--- src/rtl/rf_arb_pkg.sv ---
// Shared constants and helpers for the register-file port arbiter.
package rf_arb_pkg;

  localparam int unsigned RF_ADDR_W   = 4;
  localparam int unsigned RF_DATA_W   = 32;
  localparam int unsigned RF_NUM_REGS = 16;
  localparam int unsigned MAX_REQ     = 8;

  // OR-encode a one-hot vector; an all-zero vector maps to index 0.
  function automatic logic [2:0] onehot_to_idx(input logic [MAX_REQ-1:0] oh);
    logic [2:0] idx;
    idx = '0;
    for (int unsigned i = 0; i < MAX_REQ; i++) begin
      if (oh[i]) idx = idx | 3'(i);
    end
    return idx;
  endfunction

endpackage

--- src/rtl/rr_arbiter.sv ---
// Round-robin arbiter: grants the first request at or above the rotating pointer.
module rr_arbiter
  import rf_arb_pkg::*;
#(
  parameter int unsigned N = 4,
  localparam int unsigned IdxW = (N > 1) ? $clog2(N) : 1
) (
  input  logic            clk,
  input  logic            rst,
  input  logic [N-1:0]    req,
  input  logic            adv,
  output logic [N-1:0]    gnt,
  output logic [IdxW-1:0] gnt_idx
);

  logic [IdxW-1:0] ptr_q;
  logic [IdxW-1:0] scan_idx;
  logic            found;

  always_comb begin
    gnt      = '0;
    found    = 1'b0;
    scan_idx = '0;
    for (int unsigned k = 0; k < N; k++) begin
      scan_idx = IdxW'((32'(ptr_q) + k) % N);
      if (!found && req[scan_idx]) begin
        gnt[scan_idx] = 1'b1;
        found         = 1'b1;
      end
    end
    gnt_idx = IdxW'(onehot_to_idx(MAX_REQ'(gnt)));
  end

  // Pointer moves just past the winner; it holds when nothing is granted.
  always_ff @(posedge clk) begin
    if (rst) begin
      ptr_q <= '0;
    end else if (adv && found) begin
      ptr_q <= (gnt_idx == IdxW'(N - 1)) ? '0 : gnt_idx + 1'b1;
    end
  end

endmodule

--- src/rtl/rf_port_arbiter.sv ---
// Shares one RF write port and one RF read port among NUM_REQ requesters.
// Optional macro RF_ARB_BYPASS_EN forwards same-cycle write data to a colliding read.
module rf_port_arbiter
  import rf_arb_pkg::*;
#(
  parameter int unsigned NUM_REQ = 4,
  parameter int unsigned ADDR_W  = RF_ADDR_W,
  parameter int unsigned DATA_W  = RF_DATA_W
) (
  input  logic                      clk,
  input  logic                      rst,
  input  logic [NUM_REQ-1:0]        req_valid,
  input  logic [NUM_REQ-1:0]        req_we,
  input  logic [NUM_REQ*ADDR_W-1:0] req_addr,
  input  logic [NUM_REQ*DATA_W-1:0] req_wdata,
  output logic [NUM_REQ-1:0]        req_ready,
  output logic [NUM_REQ-1:0]        rsp_valid,
  output logic [DATA_W-1:0]         rsp_data,
  output logic                      rf_wr_en,
  output logic [ADDR_W-1:0]         rf_wr_addr,
  output logic [DATA_W-1:0]         rf_wr_data,
  output logic [ADDR_W-1:0]         rf_rd_addr,
  input  logic [DATA_W-1:0]         rf_rd_data
);

  localparam int unsigned IdxW = (NUM_REQ > 1) ? $clog2(NUM_REQ) : 1;

  logic [NUM_REQ-1:0] wr_req, rd_req;
  logic [NUM_REQ-1:0] wr_gnt_raw, rd_gnt_raw;
  logic [NUM_REQ-1:0] wr_gnt, rd_gnt;
  logic [IdxW-1:0]    wr_idx, rd_idx;
  logic               rd_any;
  logic [DATA_W-1:0]  rd_capture;
  logic [NUM_REQ-1:0] rsp_valid_q;
  logic [DATA_W-1:0]  rsp_data_q;

  assign wr_req = req_valid & req_we;
  assign rd_req = req_valid & ~req_we;

  rr_arbiter #(.N(NUM_REQ)) u_wr_arb (
    .clk     (clk),
    .rst     (rst),
    .req     (wr_req),
    .adv     (~rst),
    .gnt     (wr_gnt_raw),
    .gnt_idx (wr_idx)
  );

  rr_arbiter #(.N(NUM_REQ)) u_rd_arb (
    .clk     (clk),
    .rst     (rst),
    .req     (rd_req),
    .adv     (~rst),
    .gnt     (rd_gnt_raw),
    .gnt_idx (rd_idx)
  );

  // Grants are suppressed while reset is high so no RF access escapes.
  assign wr_gnt    = rst ? '0 : wr_gnt_raw;
  assign rd_gnt    = rst ? '0 : rd_gnt_raw;
  assign req_ready = wr_gnt | rd_gnt;
  assign rf_wr_en  = |wr_gnt;
  assign rd_any    = |rd_gnt;

  always_comb begin
    rf_wr_addr = '0;
    rf_wr_data = '0;
    rf_rd_addr = '0;
    if (rf_wr_en) begin
      rf_wr_addr = req_addr[32'(wr_idx) * ADDR_W +: ADDR_W];
      rf_wr_data = req_wdata[32'(wr_idx) * DATA_W +: DATA_W];
    end
    if (rd_any) begin
      rf_rd_addr = req_addr[32'(rd_idx) * ADDR_W +: ADDR_W];
    end
  end

`ifdef RF_ARB_BYPASS_EN
  assign rd_capture = (rf_wr_en && rd_any && (rf_wr_addr == rf_rd_addr)) ? rf_wr_data
                                                                          : rf_rd_data;
`else
  assign rd_capture = rf_rd_data;
`endif

  always_ff @(posedge clk) begin
    if (rst) begin
      rsp_valid_q <= '0;
      rsp_data_q  <= '0;
    end else begin
      rsp_valid_q <= rd_gnt;
      if (rd_any) rsp_data_q <= rd_capture;
    end
  end

  // A response pending across a reset assertion is dropped, not delivered.
  assign rsp_valid = rsp_valid_q & {NUM_REQ{~rst}};
  assign rsp_data  = rsp_data_q;

endmodule

--- config.mk ---
export PLATFORM = sky130hd
export DESIGN_NAME = rf_port_arbiter
export DESIGN_NICKNAME = d
export VERILOG_FILES = /design/src/rtl/rf_arb_pkg.sv /design/src/rtl/rr_arbiter.sv /design/src/rtl/rf_port_arbiter.sv
export SDC_FILE = /design/constraint.sdc
export NUM_CORES = 1
export LEC_CHECK = 0
export BUFFER_PORTS_ARGS = -buffer_cell sky130_fd_sc_hd__buf_2
export CELL_PAD_IN_SITES_DETAIL_PLACEMENT = 0
export CELL_PAD_IN_SITES_GLOBAL_PLACEMENT = 1
export CORE_MARGIN = 3
export CORE_UTILIZATION = 30
export CTS_CLUSTER_DIAMETER = 120
export DETAILED_ROUTE_END_ITERATION = 8
export GPL_TIMING_DRIVEN = 0
export PLACE_DENSITY = 0.92
export SLEW_MARGIN = 10
export SYNTH_ARGS = -nofsm -noshare
export SYNTH_HDL_FRONTEND = slang
export SYNTH_HIERARCHICAL = 1
export SYNTH_SLANG_ARGS = --single-unit
--- constraint.sdc ---
create_clock -name clk -period 4.4 [get_ports clk]
set_clock_uncertainty 0.05 [all_clocks]
set_input_delay 0.22 -clock clk [delete_from_list [all_inputs] [get_ports clk]]
set_output_delay 0.22 -clock clk [all_outputs]
set_load 0.05 [all_outputs]
== Word-level counts from Yosys, hierarchy flattened ==
Cells that the tools add are included.

* Register bits: 40
* Latch bits: 0
* RAM bits: 0
* ROM bits: 0
* Bits of input ports: 186
* Output and inout port bits: 81
* Logic and storage cells: 130
* Memories kept: 0

* Add/subtract/negate cells: 8
* Multipliers: 0
* Div/mod/pow operators: 0
* Order comparisons: 16
* Equality and inequality tests: 2
* Shift operators: 3
* Muxes and demuxes: 61
* Bitwise operators: 12
* Reductions and logical operators: 24

{| class="wikitable"
|+ Operators by type and width
! kind !! number
|-
| 128-bit by 8-bit indexed part select with 32-bit output || 1
|-
| 4-bit 2-to-1 mux || 12
|-
| 32-bit 2-to-1 mux || 1
|-
| 16-bit by 5-bit indexed part select with 4-bit output || 2
|-
| 4-bit OR || 7
|-
| 1-bit 2-to-1 mux || 26
|-
| 2-bit by 3-bit < comparator with 1-bit output (second input constant) || 8
|-
| 1-bit binary-select mux with 2-bit select || 8
|-
| 1-bit demux with 2-bit select || 8
|-
| 2-bit by 1-bit greater-or-equal comparator with 1-bit output (second input constant) || 8
|-
| 1-bit logical AND || 16
|-
| 4-bit bitwise AND || 3
|-
| 2-bit 2-to-1 mux || 6
|-
| 2-bit by 1-bit adder with 2-bit output (second input constant) || 4
|-
| 2-bit adder (second input constant) || 4
|-
| 4-bit OR reduction || 2
|-
| 1-bit logical NOT || 6
|-
| 2-bit == test (second input constant) || 2
|-
| 4-bit inverter || 1
|-
| 1-bit inverter || 1
|}

== Logic depth before layout (Yosys ltp) ==
* Word-level depth: 19
* Gate-level depth with buffers: 14
* Gate-level depth less buffers: 11

== By module ==
The synthesis kept the hierarchy.

{| class="wikitable"
|+ Modules (own cells, without submodules)
! module !! instances !! cells each !! area an instance (µm²) !! seq. area each (µm²)
|-
| rf_port_arbiter || 1 || 264 || 2607.5 || 720.7
|-
| rr_arbiter (u_wr_arb) || 1 || 81 || 658.1 || 40.0
|-
| rr_arbiter (u_rd_arb) || 1 || 74 || 626.9 || 40.0
|}

== Worst setup path after synthesis ==
Ideal clock, no wire load.

* Path kind: register to output
* Start point: register u_wr_arb.ptr_q[0]
* End point: output rf_wr_addr[0]
* Data arrival time: 3688 ps
* Required time: 4130 ps
* Slack: 442 ps
* Stages on the path, launching flop included: 13
* Path through: dfxtp_1 -> buf_2 -> inv_1 -> ha_1 -> mux2_1 -> o32ai_1 -> nand3_1 -> nand4bb_1 -> or2_1 -> clkbuf_2 -> buf_2 -> mux4_2 -> nor2b_1

{| class="wikitable"
|+ RTL lines
! element !! RTL line !! RTL
|-
| from (decl) || rr_arbiter.sv:16 || <nowiki>logic [IdxW-1:0] ptr_q;</nowiki>
|-
| from (signal assigned) || rr_arbiter.sv:39 || <nowiki>ptr_q <= (gnt_idx == IdxW'(N - 1)) ? '0 : gnt_idx + 1'b1;</nowiki>
|-
| branches (longest 11 deep; another with 2-bit by 3-bit < comparator with 1-bit output) || n/a ||
|-
| 4-bit 2-to-1 mux * || rr_arbiter.sv:26 || <nowiki>if (!found && req[scan_idx]) begin</nowiki>
|-
| via wr_gnt_raw[2] || rf_port_arbiter.sv:29 || <nowiki>logic [NUM_REQ-1:0] wr_gnt_raw, rd_gnt_raw;</nowiki>
|-
| 2-bit 2-to-1 mux * (2 in a row) || rf_arb_pkg.sv:14 || <nowiki>if (oh[i]) idx = idx | 3'(i);</nowiki>
|-
| via wr_idx[1] || rf_port_arbiter.sv:31 || <nowiki>logic [IdxW-1:0] wr_idx, rd_idx;</nowiki>
|-
| 16-bit by 5-bit indexed part select with 4-bit output * || rf_port_arbiter.sv:70 || <nowiki>rf_wr_addr = req_addr[32'(wr_idx) * ADDR_W +: ADDR_W];</nowiki>
|-
| 4-bit 2-to-1 mux * || rf_port_arbiter.sv:69 || <nowiki>if (rf_wr_en) begin</nowiki>
|-
| to (decl) || rf_port_arbiter.sv:20 || <nowiki>output logic [ADDR_W-1:0] rf_wr_addr,</nowiki>
|}

Mark *: on every way through the listed nets, which the timed path passes. The select of a mux whose other input is x is not followed.

== Final worst setup path ==
* Start point: register u_wr_arb.ptr_q[0]
* End point: output rf_wr_data[23]

{| class="wikitable"
|+ RTL lines
! element !! RTL line !! RTL
|-
| branches (longest 11 deep; another with 2-bit by 3-bit < comparator with 1-bit output) || n/a ||
|-
| 4-bit 2-to-1 mux * || rr_arbiter.sv:26 ||
|-
| via wr_gnt_raw[2] || rf_port_arbiter.sv:29 ||
|-
| 2-bit 2-to-1 mux * (2 in a row) || rf_arb_pkg.sv:14 ||
|-
| via wr_idx[1] || rf_port_arbiter.sv:31 ||
|-
| 128-bit by 8-bit indexed part select with 32-bit output * || rf_port_arbiter.sv:71 || <nowiki>rf_wr_data = req_wdata[32'(wr_idx) * DATA_W +: DATA_W];</nowiki>
|-
| 32-bit 2-to-1 mux * || rf_port_arbiter.sv:69 ||
|-
| to (decl) || rf_port_arbiter.sv:21 || <nowiki>output logic [DATA_W-1:0] rf_wr_data,</nowiki>
|}

Marks and branches as above.

==> summary.md <==
| Metric | Value |
|---|---|
| Run status | complete, no violations |
| Drt drc | 0 |
| Vias per cell | 5.08 |
| Pin count of the biggest net entering global routing | 13 |
| CTS tree | yes |
| WS Path Type | reg -> out |
| CP endpoint kind | primary output |
| Total CTS buffers | 5 |
| Maximum VDD drop | 0.375 mV |
| Worst-margin pin slew | 0.661 ns |
| Leak Pwr | 2.71 nW |
| Die area | 0.0144 sq mm |
| Hold_sp | rst |
| Post-Place Cells | 853 |
| Main synth FF type | dfxtp_1 |
| Post-synthesis cell count | 419 |
| CTS max path bufs | 2 |
| Global Route Usage Sum | 0.221 |
| Final wirelength | 16600 um |
| Min cycle time layout | 4.22 ns |
| Clk pin slew, worst setup/hold paths | 0.06 ns |
| Layout Area Growth over Synthesis | 45.1% |
| Worst-skew pair later-pin latency | 0.27 ns |
| Mean Syn Cell Area | 9.29 sq um |
| Chip height | 120 um |
| Total number of vias | 4402 |
| Seq cells post-synth | 40 |
| M1 WL | 6030 um |
| Worst Setup SP | u_wr_arb/ptr_q[0] |
| Pre-antenna DRT Iters | 4 |
| WL met3 | 1460 um |
| Non-Filler Instances | 866 |
| Rel. slew slack | 0.554 |
| Hold Path End | u_wr_arb/ptr_q[0] |
| Sink Count | 40 |
| Filler cells | 1245 |
| Top sig layer | met4 |
| CP Data Arrival Time | 3.95 ns |
| Final setup fails | 0 |
| Worst EP required | 4.13 ns |
| Post-CTS setup buffers | 0 |
| H-tree depth | 2 |
| FF-to-FF Start | u_rd_arb/ptr_q[0] |
| Final nets | 889 |
| Post-synth EDFFs | 0 |
| Finished Core Util | 0.457 |
| Yosys warning count | 6 |
| Hold depth | 2 |
| Max Slew Vio Count | 0 |
| Count of cell types in the netlist | 64 |
| Final hold vios | 0 |
| Share of layout cells above drive strength 1 | 0.528 |
| RR Endpoint | rsp_data[30] |
| Die X | 120 um |
| Reg2Reg Depth | 12 |
| Num rows | 40 |
| FFs w/ async S/R, synth | 0 |
| Global-route wire length before repair | 24500 um |
| I/O Pins | 267 |
| Vias in the first global route | 4391 |
| # Max-Cap Violations | 0 |
| Dpl hpwl | 14500 um |
| I/O Buffers | 266 |
| Post-Syn Area | 0.00389 sq mm |
| Antenna violations before repair | 3 |
| Max FO, Critical Path | 10 |
| Placer Congestion | 0.927 |
| Root Driver | clkbuf_16 |
| Min-delay worst type | in -> reg |
| Sequential share of the synthesized area | 0.206 |
| Initial Util | 0.315 |
| Core Area | 0.0124 sq mm |
| Synthesized net count | 616 |
| Final worst-path cycle share | 0.958 |
| FMAX | 237 MHz |
| Avg WL per Cell | 19.1 um |
| Critical Path Start Type | flip-flop |
| Power Dens Cells | 801 mW/mm^2 |
| DRT iter0 DRCs | 268 |
| Reg2Reg Setup Slack | 0.88 ns |
| Overflow after GRT | 0 |
| WL met2 | 8280 um |
| Post-DRT Antenna Nets | 0 |
timing repair:
action	4_1_cts	5_1_grt
setup endpoints to repair	30	35
resized for setup	5	5
hold buffers	0	0
endpoints found under the hold margin	0	0
layout make-up:
cell class              instances  area [sq um]  share of cell area
plain buffers                  27           196              0.0348
clock inverters                 2          35.0             0.00620
clock buffers                   6           129              0.0228
inverters                      14          52.6             0.00931
well taps                     168           210              0.0372
multi-input cells             338          2880               0.509
flip-flops and latches         40           802               0.142
repair buffers                266          1330               0.236
diodes                          5          12.5             0.00222
synthesized netlist by cell type (2+ instances only):
cell      instances  share of area
buf_6             8          0.023
mux2i_1           3         0.0077
inv_1            12          0.012
nor3b_1           4         0.0077
and3_2            2         0.0039
mux2_2            2         0.0058
ha_1             11          0.035
nor2b_1          49          0.079
mux2i_4           2          0.012
and3_1            8          0.013
o21ai_0           8          0.010
inv_2             2         0.0019
nand2_1          81          0.078
mux2_4            2         0.0077
a22oi_1           3         0.0058
buf_2            12          0.015
or2b_1            2         0.0039
or2_1             2         0.0032
a22o_1            2         0.0045
a221oi_1          2         0.0045
a21oi_1          39          0.050
and2_1            4         0.0064
and3b_1           2         0.0045
a2111o_1          5          0.014
o21a_1            3         0.0058
o41ai_1           2         0.0045
buf_4             2         0.0039
dfxtp_1          40           0.21
o22ai_1           3         0.0048
nand3_1           4         0.0051
o21ai_1           2         0.0026
clkbuf_1          4         0.0039
or2_2             4         0.0064
nor2_1           13          0.013
nand2b_1          5         0.0080
mux4_2           42           0.24
layout by cell type, fill, tap and decap left out, types with 3 or more instances in the layout:
master / instances
clkbuf_1: 5
a22oi_1: 3
nor2b_1: 49
o21ai_0: 8
buf_6: 7
nand2b_1: 5
inv_1: 12
buf_4: 5
a2111o_1: 5
a21oi_1: 39
o22ai_1: 3
and3_1: 8
nand3_1: 4
mux2i_1: 3
buf_2: 274
o21a_1: 3
and2_1: 4
mux4_2: 42
nand2_1: 81
or2_2: 4
clkbuf_16: 5
nor3b_1: 4
diode_2: 5
dfxtp_1: 39
nor2_1: 13
ha_1: 10
per-layer routing:
layer | GRT usage | vias to the layer above
met4 | 0.0981 | 0
met3 | 0.0551 | 33
met5 | 0 | -
met2 | 0.385 | 218
met1 | 0.255 | 2062
li1 | - | 2089
power breakdown:
| part | internal [mW] | switching, mW | leakage, nW |
|---|---|---|---|
| combinational | 1.29 | 2.29 | 2.30 |
| clock | 0.266 | 0.133 | 0.0809 |
| sequential | 0.478 | 0.0620 | 0.332 |
per-stage QoR:
stage / total power, mW / cell area [sq um] / setup TNS, ns / setup WS [ns] / hold slack [ns]
final: 4.52 / 5650 / 0 / 0.184 / 0.126
after floorplan: 3.29 / 3890 / 0 / 0.442 / 0.239
after CTS: 4.54 / 5620 / 0 / 0.00458 / 0.127
after detailed placement: 4.12 / 5430 / 0 / 0.0527 / 0.391
after global routing: 4.80 / 5640 / -0.0148 / -0.0107 / 0.125
after global placement: 4.10 / 5430 / 0 / 0.0915 / 0.386
kinds of logic after synthesis:
| kind of cell | Yosys count | share of synthesized area |
|---|---|---|
| buffers and inverters | 41 | 0.0611 |
| adder cells (fa/ha/maj) | 11 | 0.0354 |
| multiplexers | 54 | 0.289 |
| AND/OR/NAND/NOR | 193 | 0.266 |
| flip-flops | 40 | 0.206 |
| AO/OA/AOI/OAI | 80 | 0.143 |
registers in the layout, summed over array words and instances (netlist names):
register        count
rsp_data           32
rsp_valid_q         4
u_rd_arb/ptr_q      2
u_wr_arb/ptr_q      2
worst max-delay path by stage:
stage | endpoint | depth (start not counted)
5_1_grt | rf_wr_addr[0] | 12
2_1_floorplan | rf_wr_addr[0] | 12
4_1_cts | rf_rd_addr[3] | 11
3_3_place_gp | rf_wr_addr[0] | 13
3_5_place_dp | rf_wr_addr[0] | 13
6_report | rf_wr_data[23] | 13
critical path, stage by stage, from the launching register on:
cell and delay, ns:
dfxtp_2 0.41, buf_4 0.20, inv_1 0.11, ha_2 0.40, mux2_1 0.37, o32a_1 0.33, nor3b_1 0.19, nand4bb_2 0.28
or2_1 0.13, clkbuf_2 0.22, buf_2 0.30, mux4_2 0.37, nor2b_1 0.15, buf_2 0.21
(Power assumes the default switching activity.)
